<file path="src/rtl/spi_opcode_slave.sv">
// spi_opcode_slave
// SPI (mode 0) slave sitting between the Raspberry Pi and the game logic.
// A frame is OPCODE_W opcode bits from the Pi followed by REPLY_W reply bits
// back to the Pi, all MSB first, inside a single ce_n-low window. Every SPI
// pin is oversampled in the clk domain, so clk must run at least 8x sck.
module spi_opcode_slave #(
    parameter int OPCODE_W    = 8,
    parameter int REPLY_W     = 24,
    parameter int SYNC_STAGES = 2
) (
    input  logic                clk,
    input  logic                reset,
    input  logic                sck,
    input  logic                ce_n,
    input  logic                sdi,
    input  logic [REPLY_W-1:0]  reply,
    output logic                sdo,
    output logic [OPCODE_W-1:0] activeopcode,
    output logic                pulse_load,
    output logic                busy
);

    // One counter serves both the opcode and the reply phase, so it is
    // sized for whichever of the two is longer.
    localparam int MAX_W = (OPCODE_W > REPLY_W) ? OPCODE_W : REPLY_W;
    localparam int CNT_W = $clog2(MAX_W + 1);

    localparam logic [CNT_W-1:0] LAST_OPC_BIT = CNT_W'(OPCODE_W - 1);
    localparam logic [CNT_W-1:0] LAST_REP_BIT = CNT_W'(REPLY_W - 1);

    typedef enum logic [2:0] {
        IDLE    = 3'd0,
        OPCODE  = 3'd1,
        CAPTURE = 3'd2,
        REPLY   = 3'd3,
        DRAIN   = 3'd4
    } state_t;

    // Synchroniser chains; the last stage of each is the usable sample.
    logic [SYNC_STAGES-1:0] sck_sync;
    logic [SYNC_STAGES-1:0] ce_sync;
    logic [SYNC_STAGES-1:0] sdi_sync;

    // One extra delayed copy of sck and ce_n for edge detection.
    logic sck_d;
    logic ce_d;

    logic sck_s;
    logic ce_s;
    logic sdi_s;

    logic sck_rise;
    logic sck_fall;
    logic ce_rise;
    logic ce_fall;

    state_t               state;
    logic [CNT_W-1:0]     bit_cnt;
    logic [OPCODE_W-1:0]  shift_in;
    logic [REPLY_W-1:0]   shift_out;
    logic [OPCODE_W-1:0]  opcode_next;

    assign sck_s = sck_sync[SYNC_STAGES-1];
    assign ce_s  = ce_sync[SYNC_STAGES-1];
    assign sdi_s = sdi_sync[SYNC_STAGES-1];

    assign sck_rise = sck_s & ~sck_d;
    assign sck_fall = ~sck_s & sck_d;
    assign ce_rise  = ce_s & ~ce_d;
    assign ce_fall  = ~ce_s & ce_d;

    // Opcode register as it will look once the bit on the current rise is in.
    assign opcode_next = {shift_in[OPCODE_W-2:0], sdi_s};

    // Bring the asynchronous SPI pins into the clk domain and keep the
    // previous synchronised sck/ce_n for edge detection. Clearing the chains
    // on reset means a ce_n that is already low never looks like a new
    // falling edge, so an interrupted frame is ignored until ce_n cycles.
    always_ff @(posedge clk) begin
        if (reset) begin
            sck_sync <= '0;
            ce_sync  <= '0;
            sdi_sync <= '0;
            sck_d    <= 1'b0;
            ce_d     <= 1'b0;
        end else begin
            sck_sync <= {sck_sync[SYNC_STAGES-2:0], sck};
            ce_sync  <= {ce_sync[SYNC_STAGES-2:0], ce_n};
            sdi_sync <= {sdi_sync[SYNC_STAGES-2:0], sdi};
            sck_d    <= sck_sync[SYNC_STAGES-1];
            ce_d     <= ce_sync[SYNC_STAGES-1];
        end
    end

    // Frame sequencer: opcode shift-in, one-cycle reply capture, reply
    // shift-out, then drain until the Pi releases ce_n. A ce_n rise takes
    // priority over any sck edge seen on the same clk.
    always_ff @(posedge clk) begin
        if (reset) begin
            state        <= IDLE;
            bit_cnt      <= '0;
            shift_in     <= '0;
            shift_out    <= '0;
            activeopcode <= '0;
            sdo          <= 1'b0;
            pulse_load   <= 1'b0;
            busy         <= 1'b0;
        end else begin
            // pulse_load is only ever raised on the way into CAPTURE.
            pulse_load <= 1'b0;

            if ((state != IDLE) && ce_rise) begin
                state   <= IDLE;
                bit_cnt <= '0;
                sdo     <= 1'b0;
                busy    <= 1'b0;
            end else begin
                case (state)
                    IDLE: begin
                        sdo <= 1'b0;
                        if (ce_fall) begin
                            state    <= OPCODE;
                            bit_cnt  <= '0;
                            shift_in <= '0;
                            busy     <= 1'b1;
                        end
                    end

                    OPCODE: begin
                        if (sck_rise) begin
                            shift_in <= opcode_next;
                            bit_cnt  <= bit_cnt + CNT_W'(1);
                            if (bit_cnt == LAST_OPC_BIT) begin
                                // The game logic sees the new opcode from
                                // the next cycle, which is CAPTURE.
                                activeopcode <= opcode_next;
                                pulse_load   <= 1'b1;
                                state        <= CAPTURE;
                            end
                        end
                    end

                    CAPTURE: begin
                        // reply is combinational in activeopcode, which
                        // was updated on the previous edge.
                        shift_out <= reply;
                        bit_cnt   <= '0;
                        state     <= REPLY;
                    end

                    REPLY: begin
                        if (sck_fall) begin
                            // The first fall here ends the last opcode bit
                            // and therefore presents the reply MSB.
                            sdo       <= shift_out[REPLY_W-1];
                            shift_out <= {shift_out[REPLY_W-2:0], 1'b0};
                        end else if (sck_rise) begin
                            bit_cnt <= bit_cnt + CNT_W'(1);
                            if (bit_cnt == LAST_REP_BIT) begin
                                state <= DRAIN;
                                sdo   <= 1'b0;
                            end
                        end
                    end

                    DRAIN: begin
                        sdo <= 1'b0;
                    end

                    default: begin
                        state   <= IDLE;
                        bit_cnt <= '0;
                        sdo     <= 1'b0;
                        busy    <= 1'b0;
                    end
                endcase
            end
        end
    end

endmodule

</file>
<file path="config.mk">
export PLATFORM = sky130hd
export DESIGN_NAME = spi_opcode_slave
export DESIGN_NICKNAME = d
export VERILOG_FILES = /design/src/rtl/spi_opcode_slave.sv
export SDC_FILE = /design/constraint.sdc
export NUM_CORES = 1
export LEC_CHECK = 0
export BUFFER_PORTS_ARGS = -buffer_cell sky130_fd_sc_hd__buf_2
export CAP_MARGIN = 10
export CORE_AREA = 2 2 71 73
export CTS_CLUSTER_DIAMETER = 150
export DETAILED_ROUTE_END_ITERATION = 7
export DIE_AREA = 0 0 73 75
export HOLD_SLACK_MARGIN = 0.03
export PLACE_DENSITY = 0.77
export SYNTH_ARGS = -nofsm -noshare
export SYNTH_HDL_FRONTEND = slang
export SYNTH_SLANG_ARGS = --single-unit
</file>
<file path="constraint.sdc">
create_clock -name clk -period 3.8 [get_ports clk]
set_input_delay 0.38 -clock clk [delete_from_list [all_inputs] [get_ports clk]]
set_output_delay 0.38 -clock clk [all_outputs]
set_load 0.03 [all_outputs]
</file>
==> results.sh, run 1 <==
export IMPL_rows=25
export IMPL_yosys_most_used_dff="dfxtp_1"
export IMPL_io_buffers=39
export IMPL_p_per_area_nw_per_um2=462
export IMPL_max_stage_delay_ps=750
export IMPL_grt_max_degree=49
export IMPL_fin_cells=356
export IMPL_fin_nets=329
export IMPL_die_w_um=73
export IMPL_numCtsBuffers=9
export IMPL_async_flop_share_pct=0
export IMPL_slew_headroom_pct=44.7
export IMPL_gr_usage_all_layers_pct=19.4
export IMPL_end_kind="register"
export IMPL_tightestPinTransition_ps=823
export IMPL_ys_ff_latch=58
export IMPL_cts_sinks=58
export IMPL_ys_types=37
export IMPL_finish_instance_area_um2=2980
export IMPL_tns_ps=0
export IMPL_synthTopCellsByArea="dfxtp_1 46%, mux2i_1 14%, a211oi_1 6.8%"
export IMPL_crit_chain="nand3b_1 -> buf_4 -> mux2i_1 -> a211oi_1"
export IMPL_syn_to_final_growth_pct=17.9
export IMPL_maxSlewViolCount=0
export IMPL_overflow=0
export IMPL_maxClockFrequency_mhz=413
export IMPL_p_leak_nw=1.32
export IMPL_multi_input_area_um2=1270
export IMPL_whs_ps=262
export IMPL_seq_area_um2=1160
export IMPL_hp_class="input pin to register"
export IMPL_synth_area_um2=2530
export IMPL_crit_required_ps=4020
export IMPL_ios=40
export IMPL_clock_path_buffers=2
export IMPL_cts_reportedPaths_clkPinSlew_ps=60
export IMPL_placed_area_um2=2730
export IMPL_syn_nets=296
export IMPL_drt_pass1_iter_count=4
export IMPL_cap_violations=0
export IMPL_remaining_drc_errors=0
export IMPL_period_share_pct=63.7
export IMPL_finalSetupViolCount=0
export IMPL_min_period_ps=2420
export IMPL_routedWlPerCell_um=13.6
export IMPL_gp_congestion=0.851
export IMPL_cts_tree="built"
export IMPL_timing_critical_path_arrival_ps=2640
export IMPL_worst_setup_path_start_kind="register"
export IMPL_grt_pass1_wl_um=8110
export IMPL_antenna_diode_count=0
export IMPL_grt_antenna_before_repair=0
export IMPL_cpMaxStageDelayCell="dfxtp_1"
export IMPL_synth_edff_count=0
export IMPL_yosys_top_cells_count="58 x dfxtp_1, 42 x nor2_1, 35 x mux2i_1"
export IMPL_status="completed"
export IMPL_synthCells=264
export IMPL_hpwl_um=3170
export IMPL_dp_cells=340
export IMPL_fp_dieH_um=75
export IMPL_crit_type="register to register"
export IMPL_yosys_area_top_type="dfxtp_1"
export IMPL_yosysMostFrequentCell="dfxtp_1"
export IMPL_dieArea_um2=5480
export IMPL_finalHoldViolCount=0
export IMPL_cts_root_buf="clkbuf_8"
export IMPL_first_iter_violations=147
export IMPL_grt_pass1_vias=1771
export IMPL_critical_path_peak_fanout=21
export IMPL_fin_skew_ps=5.24
export IMPL_cts_hold_fix_buffers=0
export IMPL_fillers=388
export IMPL_routed_via_density=5.50
export IMPL_ant_nets=0
export IMPL_synth_seq_area_share_pct=45.9
export IMPL_vdd_ir_drop_max_mv=0.236
export IMPL_clock_latency_ps=320
export IMPL_start_util_pct=54.3
export IMPL_ctsResizeCount=0
export IMPL_totalWireLength_um=4840
export IMPL_synth_area_per_cell_um2=9.59
export IMPL_cts_setup_buffers=0
export IMPL_drive_above_1_share_pct=19.9
export IMPL_vias=1959
export IMPL_yosysWarnings=0
export IMPL_htree_levels=3
export IMPL_yosys_area_top_type_share_pct=45.9
export IMPL_rsz0062_at_grt="false"
export IMPL_core_area_um2=4660
==> per-stage QoR <==
stage               utilization, %  setup slack [ps]  power (mW)
finish                        64.0              1380        1.38
detailed placement            58.6              1440       0.691
global route                  64.0              1210        1.42
CTS                           64.0              1360        1.39
floorplan                        -              2080       0.669
global placement              58.6              1510       0.690
==> worst paths after layout <==
path / startpoint / endpoint / slack (ps) / depth (start not counted)
worst min register to register: sdi_sync[0]$_SDFF_PP0_ / sdi_sync[1]$_SDFF_PP0_ / 440 / 1
worst max-delay path: state[1]$_SDFFE_PP0P_ / shift_out[1]$_SDFFE_PP0P_ / 1380 / 4
worst min-delay path: sdi / sdi_sync[0]$_SDFF_PP0_ / 260 / 2
worst max register to register: state[1]$_SDFFE_PP0P_ / shift_out[1]$_SDFFE_PP0P_ / 1380 / 4
==> where the power goes <==
group	switching [mW]	internal, mW	total [mW]
clock	0.231	0.469	0.700
sequential	0.00528	0.614	0.619
combinational	0.0331	0.0254	0.0586
total	0.269	1.11	1.38
==> placed cells by master (no fill, tap or decap), types with 4 or more instances in the layout <==
| master | netlist | layout |
|---|---|---|
| nand3_1 | 7 | 7 |
| inv_1 | 5 | 5 |
| a21oi_1 | 5 | 5 |
| o21ai_0 | 5 | 5 |
| a41o_1 | 6 | 6 |
| nand2b_1 | 4 | 4 |
| a211oi_1 | 23 | 23 |
| o311a_1 | 6 | 6 |
| buf_2 | 4 | 39 |
| nor2_1 | 42 | 42 |
| nor2b_1 | 8 | 8 |
| dfxtp_1 | 58 | 58 |
| clkbuf_8 | 0 | 11 |
| nand2_1 | 6 | 6 |
| mux2i_1 | 35 | 35 |
==> cell families (layout without fill, tap and decap cells) <==
logic type                 count (synthesis)  after routing  synth area share [%]
AOI/OAI and AO/OA                         56             56                  16.9
xor gates and xnor gates                   3              3                  1.04
adders and majority gates                  3              3                  1.48
buffers and inverters                     24             62                  3.76
DFF                                       58             58                  45.9
muxes                                     35             35                  13.8
and+or+nand+nor                           85             85                  17.1
==> critical path, delay by kind of cell, from the launching register on <==
| family | cells | cell delay [ps] |
|---|---|---|
| AO/OA/AOI/OAI | 1 | 270 |
| buffers and inverters | 1 | 450 |
| flip-flops | 1 | 750 |
| multiplexers | 1 | 160 |
| AND/OR/NAND/NOR | 1 | 680 |
==> area by class of cell <==
class,count,share of cell area [%]
multi-input combinational,182,42.7
sequential,58,38.9
timing repair buffer,41,7.04
clock buffer,11,5.07
clock inverter,5,3.35
tap,54,2.26
inverter,5,0.629
==> flip-flops by register name, summed over array words and instances, names as in the netlist <==
name and flops:
sck_d 1, activeopcode 8, state 3, busy 1, sdi_sync 2, ce_d 1
sdo 1, shift_in 7, bit_cnt 5, ce_sync 2, shift_out 24, sck_sync 2
pulse_load 1
==> routing by layer <==
metal | up-vias | share of wire (%) | track usage, %
met5 | - | 0 | 0
met4 | 0 | 0.97 | 9.88
met3 | 5 | 4.3 | 5.09
met2 | 42 | 46 | 28.9
met1 | 876 | 48 | 25.9
li1 | 1036 | - | -
Power figures use the tool's default switching activity.
==> run 2, diff against run 1 <==
CORE_AREA = 2 2 75 77   (was 2 2 71 73)
DIE_AREA = 0 0 77 79   (was 0 0 73 75)
PLACE_DENSITY = 0.72   (was 0.77)
clock period = 2.1 ns   (was 3.8 ns; I/O delays follow)
==> run 2 against run 1 <==
Total power increased by 61%; clock-buffer cell count increased by 1; via count increased by 3.7%; clock power increased by 40%; first-iteration DRC count decreased by 31%; register-to-register slack got worse by 1200 ps; largest cell class unchanged; non-clock buffer count increased by 8; utilization decreased by 7.6 points.
==> results.sh, run 2 (synthesis gave the netlist of run 1 again) <==
export IMPL_status="completed"
export IMPL_ctsResizeCount=0
export IMPL_whs_ps=84.9
export IMPL_largest_reg_flops=24
export IMPL_routed_via_density=5.33
export IMPL_fp_dieH_um=79
export IMPL_rsz0062_at_grt="false"
export IMPL_worst_path_buf_inv=1
export IMPL_worst_setup_path_start_kind="register"
export IMPL_vias=2031
export IMPL_core_area_um2=5340
export IMPL_first_iter_violations=101
export IMPL_routedWlPerCell_um=13.0
export IMPL_cap_violations=0
export IMPL_hp_class="input pin to register"
export IMPL_syn_to_final_growth_pct=19.0
export IMPL_grt_antenna_before_repair=0
export IMPL_fin_nets=337
export IMPL_antenna_diode_count=0
export IMPL_reg_top3="shift_out x24, activeopcode x8, shift_in x7"
export IMPL_cts_root_buf="clkbuf_8"
export IMPL_cts_hold_fix_buffers=0
export IMPL_die_w_um=77
export IMPL_maxSlewViolCount=0
export IMPL_crit_type="register to register"
export IMPL_tns_ps=0
export IMPL_clock_path_buffers=2
export IMPL_fillers=509
export IMPL_clock_latency_ps=340
export IMPL_mostFrequentLayoutCell="dfxtp_1"
export IMPL_io_buffers=39
export IMPL_final_cell_mix="58 x dfxtp_1, 42 x nor2_1, 39 x buf_2"
export IMPL_period_share_pct=91.3
export IMPL_cts_sinks=58
export IMPL_cts_tree="built"
export IMPL_numCtsBuffers=9
export IMPL_drt_pass1_iter_count=4
export IMPL_total_power_mw=2.21
export IMPL_critical_path_peak_fanout=7
export IMPL_htree_levels=3
export IMPL_end_kind="register"
export IMPL_setup_ws_ps=183
export IMPL_drive_above_1_share_pct=21.0
export IMPL_timing_critical_path_arrival_ps=2200
export IMPL_min_period_ps=1920
export IMPL_vdd_ir_drop_max_mv=0.451
export IMPL_gp_congestion=0.909
export IMPL_slew_headroom_pct=47.5
export IMPL_p_leak_nw=1.33
export IMPL_crit_chain="inv_1 -> ha_1 -> mux2i_1 -> o21a_1 -> nor3_1 -> a41o_1"
export IMPL_fin_skew_ps=10.9
export IMPL_remaining_drc_errors=0
export IMPL_p_per_area_nw_per_um2=735
export IMPL_largest_register="shift_out"
export IMPL_tightestPinTransition_ps=781
export IMPL_maxClockFrequency_mhz=522
export IMPL_grt_pass1_vias=1986
export IMPL_cts_reportedPaths_clkPinSlew_ps=60
export IMPL_critPathTopFamily="simple AND/OR/NAND/NOR gates"
export IMPL_crit_required_ps=2380
export IMPL_finalHoldViolCount=0
export IMPL_totalWireLength_um=4950
export IMPL_gr_usage_all_layers_pct=17.9
export IMPL_rows=27
export IMPL_ant_nets=0
export IMPL_grt_max_degree=49
export IMPL_cpMaxStageDelayCell="nor3_1"
export IMPL_hpwl_um=3420
export IMPL_ios=40
export IMPL_max_stage_delay_ps=630
export IMPL_finalSetupViolCount=0
export IMPL_place_ws_ps=222
export IMPL_start_util_pct=47.4
export IMPL_grt_pass1_wl_um=8740
export IMPL_overflow=0
export IMPL_dieArea_um2=6080
export IMPL_cts_setup_buffers=0
[run 2: cell count changes in the layout (fill, tap and decap cells not counted), sizes merged]
cell / before / now
clkbuf: 11 / 12
bufinv: 3 / 1
buf: 41 / 49
[run 2: worst paths after layout]
check,startpoint,endpoint,slack [ps],cells after the start
min,ce_n,ce_sync[0]$_SDFF_PP0_,80,2
max reg2reg,sck_d$_SDFF_PP0_,shift_in[4]$_SDFFE_PP0P_,180,6
min reg2reg,ce_sync[0]$_SDFF_PP0_,ce_sync[1]$_SDFF_PP0_,440,1
max,sck_d$_SDFF_PP0_,shift_in[4]$_SDFFE_PP0P_,180,6
[run 2: cell type report]
cell class	count	area (um2)	share of cell area, %
clock inverters	3	40.0	1.33
inverters	5	18.8	0.623
multi-input cells	182	1270	42.3
repair buffers	49	283	9.39
flip-flops and latches	58	1160	38.5
well taps	72	90.1	2.99
clock buffers	12	145	4.82
[run 2: through the flow]
stage                     util (%)  area, um2  instances
after floorplan                  -       2530        264
after global placement        53.0       2830        366
after detailed placement      53.0       2830        366
after CTS                     56.4       3010        381
after global routing          56.4       3010        381
final                         56.4       3010        381
[run 2: where the power goes]
group	leakage, nW	switching (mW)	internal [mW]	total, mW
logic	0.767	0.0613	0.0500	0.111
clock network	0.0962	0.413	0.570	0.983
registers	0.469	0.00847	1.11	1.12
[run 2: routing by layer]
metal / track usage (%) / up-vias / routed length [um]
li1: - / 1050 / -
met1: 21.4 / 932 / 2340
met2: 29.6 / 37 / 2310
met3: 5.11 / 12 / 202
met4: 9.11 / 0 / 100
met5: 0 / - / 0
==> run 3, diff against run 2 <==
==> constraint.sdc (replaced) <==
create_clock -name clk -period 2.1 [get_ports clk]
set_input_delay 0.105 -clock clk [delete_from_list [all_inputs] [get_ports clk]]
set_output_delay 0.105 -clock clk [all_outputs]
set_load 0.03 [all_outputs]
==> run 3 against run 2 <==
Clock power shrank 4.7%; flip-flop and latch count is the same; non-clock buffer count grew 2; critical endpoint is now bit_cnt[3]$_SDFFE_PP0P_.
==> results.sh, run 3 (synthesis gave the netlist of run 1 again) <==
export IMPL_routed_via_density=5.36
export IMPL_reg2reg_to="bit_cnt[3]$_SDFFE_PP0P_"
export IMPL_clock_latency_ps=330
export IMPL_fin_nets=339
export IMPL_finalSetupViolCount=0
export IMPL_grt_pass1_vias=1945
export IMPL_mostFrequentLayoutCell="dfxtp_1"
export IMPL_first_iter_violations=123
export IMPL_cts_tree="built"
export IMPL_largest_register="shift_out"
export IMPL_power_internal_mw=1.68
export IMPL_p_per_area_nw_per_um2=714
export IMPL_reg2reg_from="sck_sync[1]$_SDFF_PP0_"
export IMPL_max_stage_delay_ps=410
export IMPL_crit_required_ps=2360
export IMPL_r2r_slack_ps=290
export IMPL_overflow=0
export IMPL_critical_path_peak_fanout=6
export IMPL_numCtsBuffers=9
export IMPL_combPwrFrac_pct=5.2
export IMPL_hpwl_um=3450
export IMPL_worst_setup_path_start_kind="register"
export IMPL_crit_type="register to register"
export IMPL_endpoint="bit_cnt[3]$_SDFFE_PP0P_"
export IMPL_p_seq_share_pct=51.6
export IMPL_largest_reg_flops=24
export IMPL_maxSlewViolCount=0
export IMPL_hp_class="input pin to register"
export IMPL_p_clk_share_pct=43.2
export IMPL_end_kind="register"
export IMPL_power_switching_mw=0.485
export IMPL_timing_critical_path_arrival_ps=2070
export IMPL_vdd_ir_drop_max_mv=0.349
export IMPL_antenna_diode_count=0
export IMPL_dieArea_um2=6080
export IMPL_cpMaxStageDelayCell="or3_1"
export IMPL_vias=2058
export IMPL_ant_nets=0
export IMPL_cts_root_buf="clkbuf_8"
export IMPL_grt_pass1_wl_um=8700
export IMPL_reg_top3="shift_out x24, activeopcode x8, shift_in x7"
export IMPL_drive_above_1_share_pct=21.2
export IMPL_gr_usage_all_layers_pct=18.0
export IMPL_clock_path_buffers=2
export IMPL_period_share_pct=86.1
export IMPL_final_cell_mix="58 x dfxtp_1, 42 x nor2_1, 39 x buf_2"
export IMPL_core_area_um2=5340
export IMPL_min_period_ps=1810
export IMPL_whs_ps=53.8
export IMPL_status="completed"
export IMPL_gp_congestion=0.904
export IMPL_maxClockFrequency_mhz=553
export IMPL_remaining_drc_errors=0
export IMPL_worstRegToRegCells=6
export IMPL_start_util_pct=47.4
export IMPL_cts_sinks=58
export IMPL_cts_reportedPaths_clkPinSlew_ps=60
export IMPL_grt_max_degree=49
export IMPL_routedWlPerCell_um=13.2
export IMPL_swShare_pct=22.3
export IMPL_io_buffers=39
export IMPL_cts_setup_buffers=0
export IMPL_total_power_mw=2.17
export IMPL_die_w_um=77
export IMPL_totalWireLength_um=5060
export IMPL_tns_ps=0
export IMPL_slew_headroom_pct=65.3
export IMPL_p_leak_nw=1.34
export IMPL_syn_to_final_growth_pct=20.0
export IMPL_finalHoldViolCount=0
export IMPL_cap_violations=0
export IMPL_startpoint="sck_sync[1]$_SDFF_PP0_"
export IMPL_fin_skew_ps=4.41
export IMPL_grt_antenna_before_repair=0
export IMPL_drt_pass1_iter_count=4
export IMPL_fp_dieH_um=79
export IMPL_htree_levels=3
export IMPL_ios=40
export IMPL_rows=27
export IMPL_tightestPinTransition_ps=518
export IMPL_rsz0062_at_grt="false"
export IMPL_crit_chain="inv_1 -> ha_1 -> a21boi_0 -> o22ai_1 -> or3_1 -> a21oi_1"
==> run 3: power by group through the flow <==
| stage | sequential [mW] | combinational [mW] | clock, mW |
|---|---|---|---|
| 2_1_floorplan | 1.15 | 0.0648 | 0 |
| 3_3_place_gp | 1.14 | 0.108 | 0 |
| 3_5_place_dp | 1.14 | 0.109 | 0 |
| 4_1_cts | 1.12 | 0.114 | 0.964 |
| 5_1_grt | 1.12 | 0.127 | 1.00 |
| 6_report | 1.12 | 0.113 | 0.937 |
==> run 3: repair_timing <==
item	in CTS	in global routing
hold buffers	3	0
gates resized for setup	0	1
setup endpoints to repair	0	7
endpoints found under the hold margin	3	0
==> run 3: layout make-up <==
class	count	area (um2)
Clock inverter	2	10.0
Tap cell	72	90.1
Sequential cell	58	1160
Clock buffer	14	173
Timing Repair Buffer	51	305
Multi-Input combinational cell	182	1280
Fill cell	506	2300
Inverter	5	18.8
==> run 3: worst min-delay path by stage <==
stage	endpoint	start	cells past startpoint	slack, ps
finish	shift_out[0]$_SDFFE_PP0P_	reply[0]	3	50
global route	shift_out[0]$_SDFFE_PP0P_	reply[0]	3	70
CTS	shift_out[0]$_SDFFE_PP0P_	reply[0]	3	40
detailed placement	ce_sync[0]$_SDFF_PP0_	ce_n	2	320
global placement	ce_sync[0]$_SDFF_PP0_	ce_n	2	320
floorplan	ce_sync[0]$_SDFF_PP0_	ce_n	1	230
==> run 3: worst max-delay path: cells and delay by family (launching register included) <==
kind	cells	cell delay (ps)
compound gates	3	700
simple gates	1	410
flops	1	330
fa+ha+maj	1	240
buf+inv	1	60
==> run 3: per-layer routing <==
layer  vias up  track usage (%)  wire (um)
li1       1054                -          -
met1       951             21.8       2400
met2        45             28.8       2370
met3         8             5.45        220
met4         0             10.0         73
met5         -                0          0
==> run 3: per-stage QoR <==
step | cell area [um2] | cells | setup WS, ps | util, %
3_5_place_dp | 2820 | 365 | 178 | 52.8
5_1_grt | 3040 | 384 | 87.7 | 56.9
3_3_place_gp | 2820 | 365 | 253 | 52.8
6_report | 3040 | 384 | 292 | 56.9
2_1_floorplan | 2530 | 264 | 377 | -
4_1_cts | 3030 | 384 | 160 | 56.8
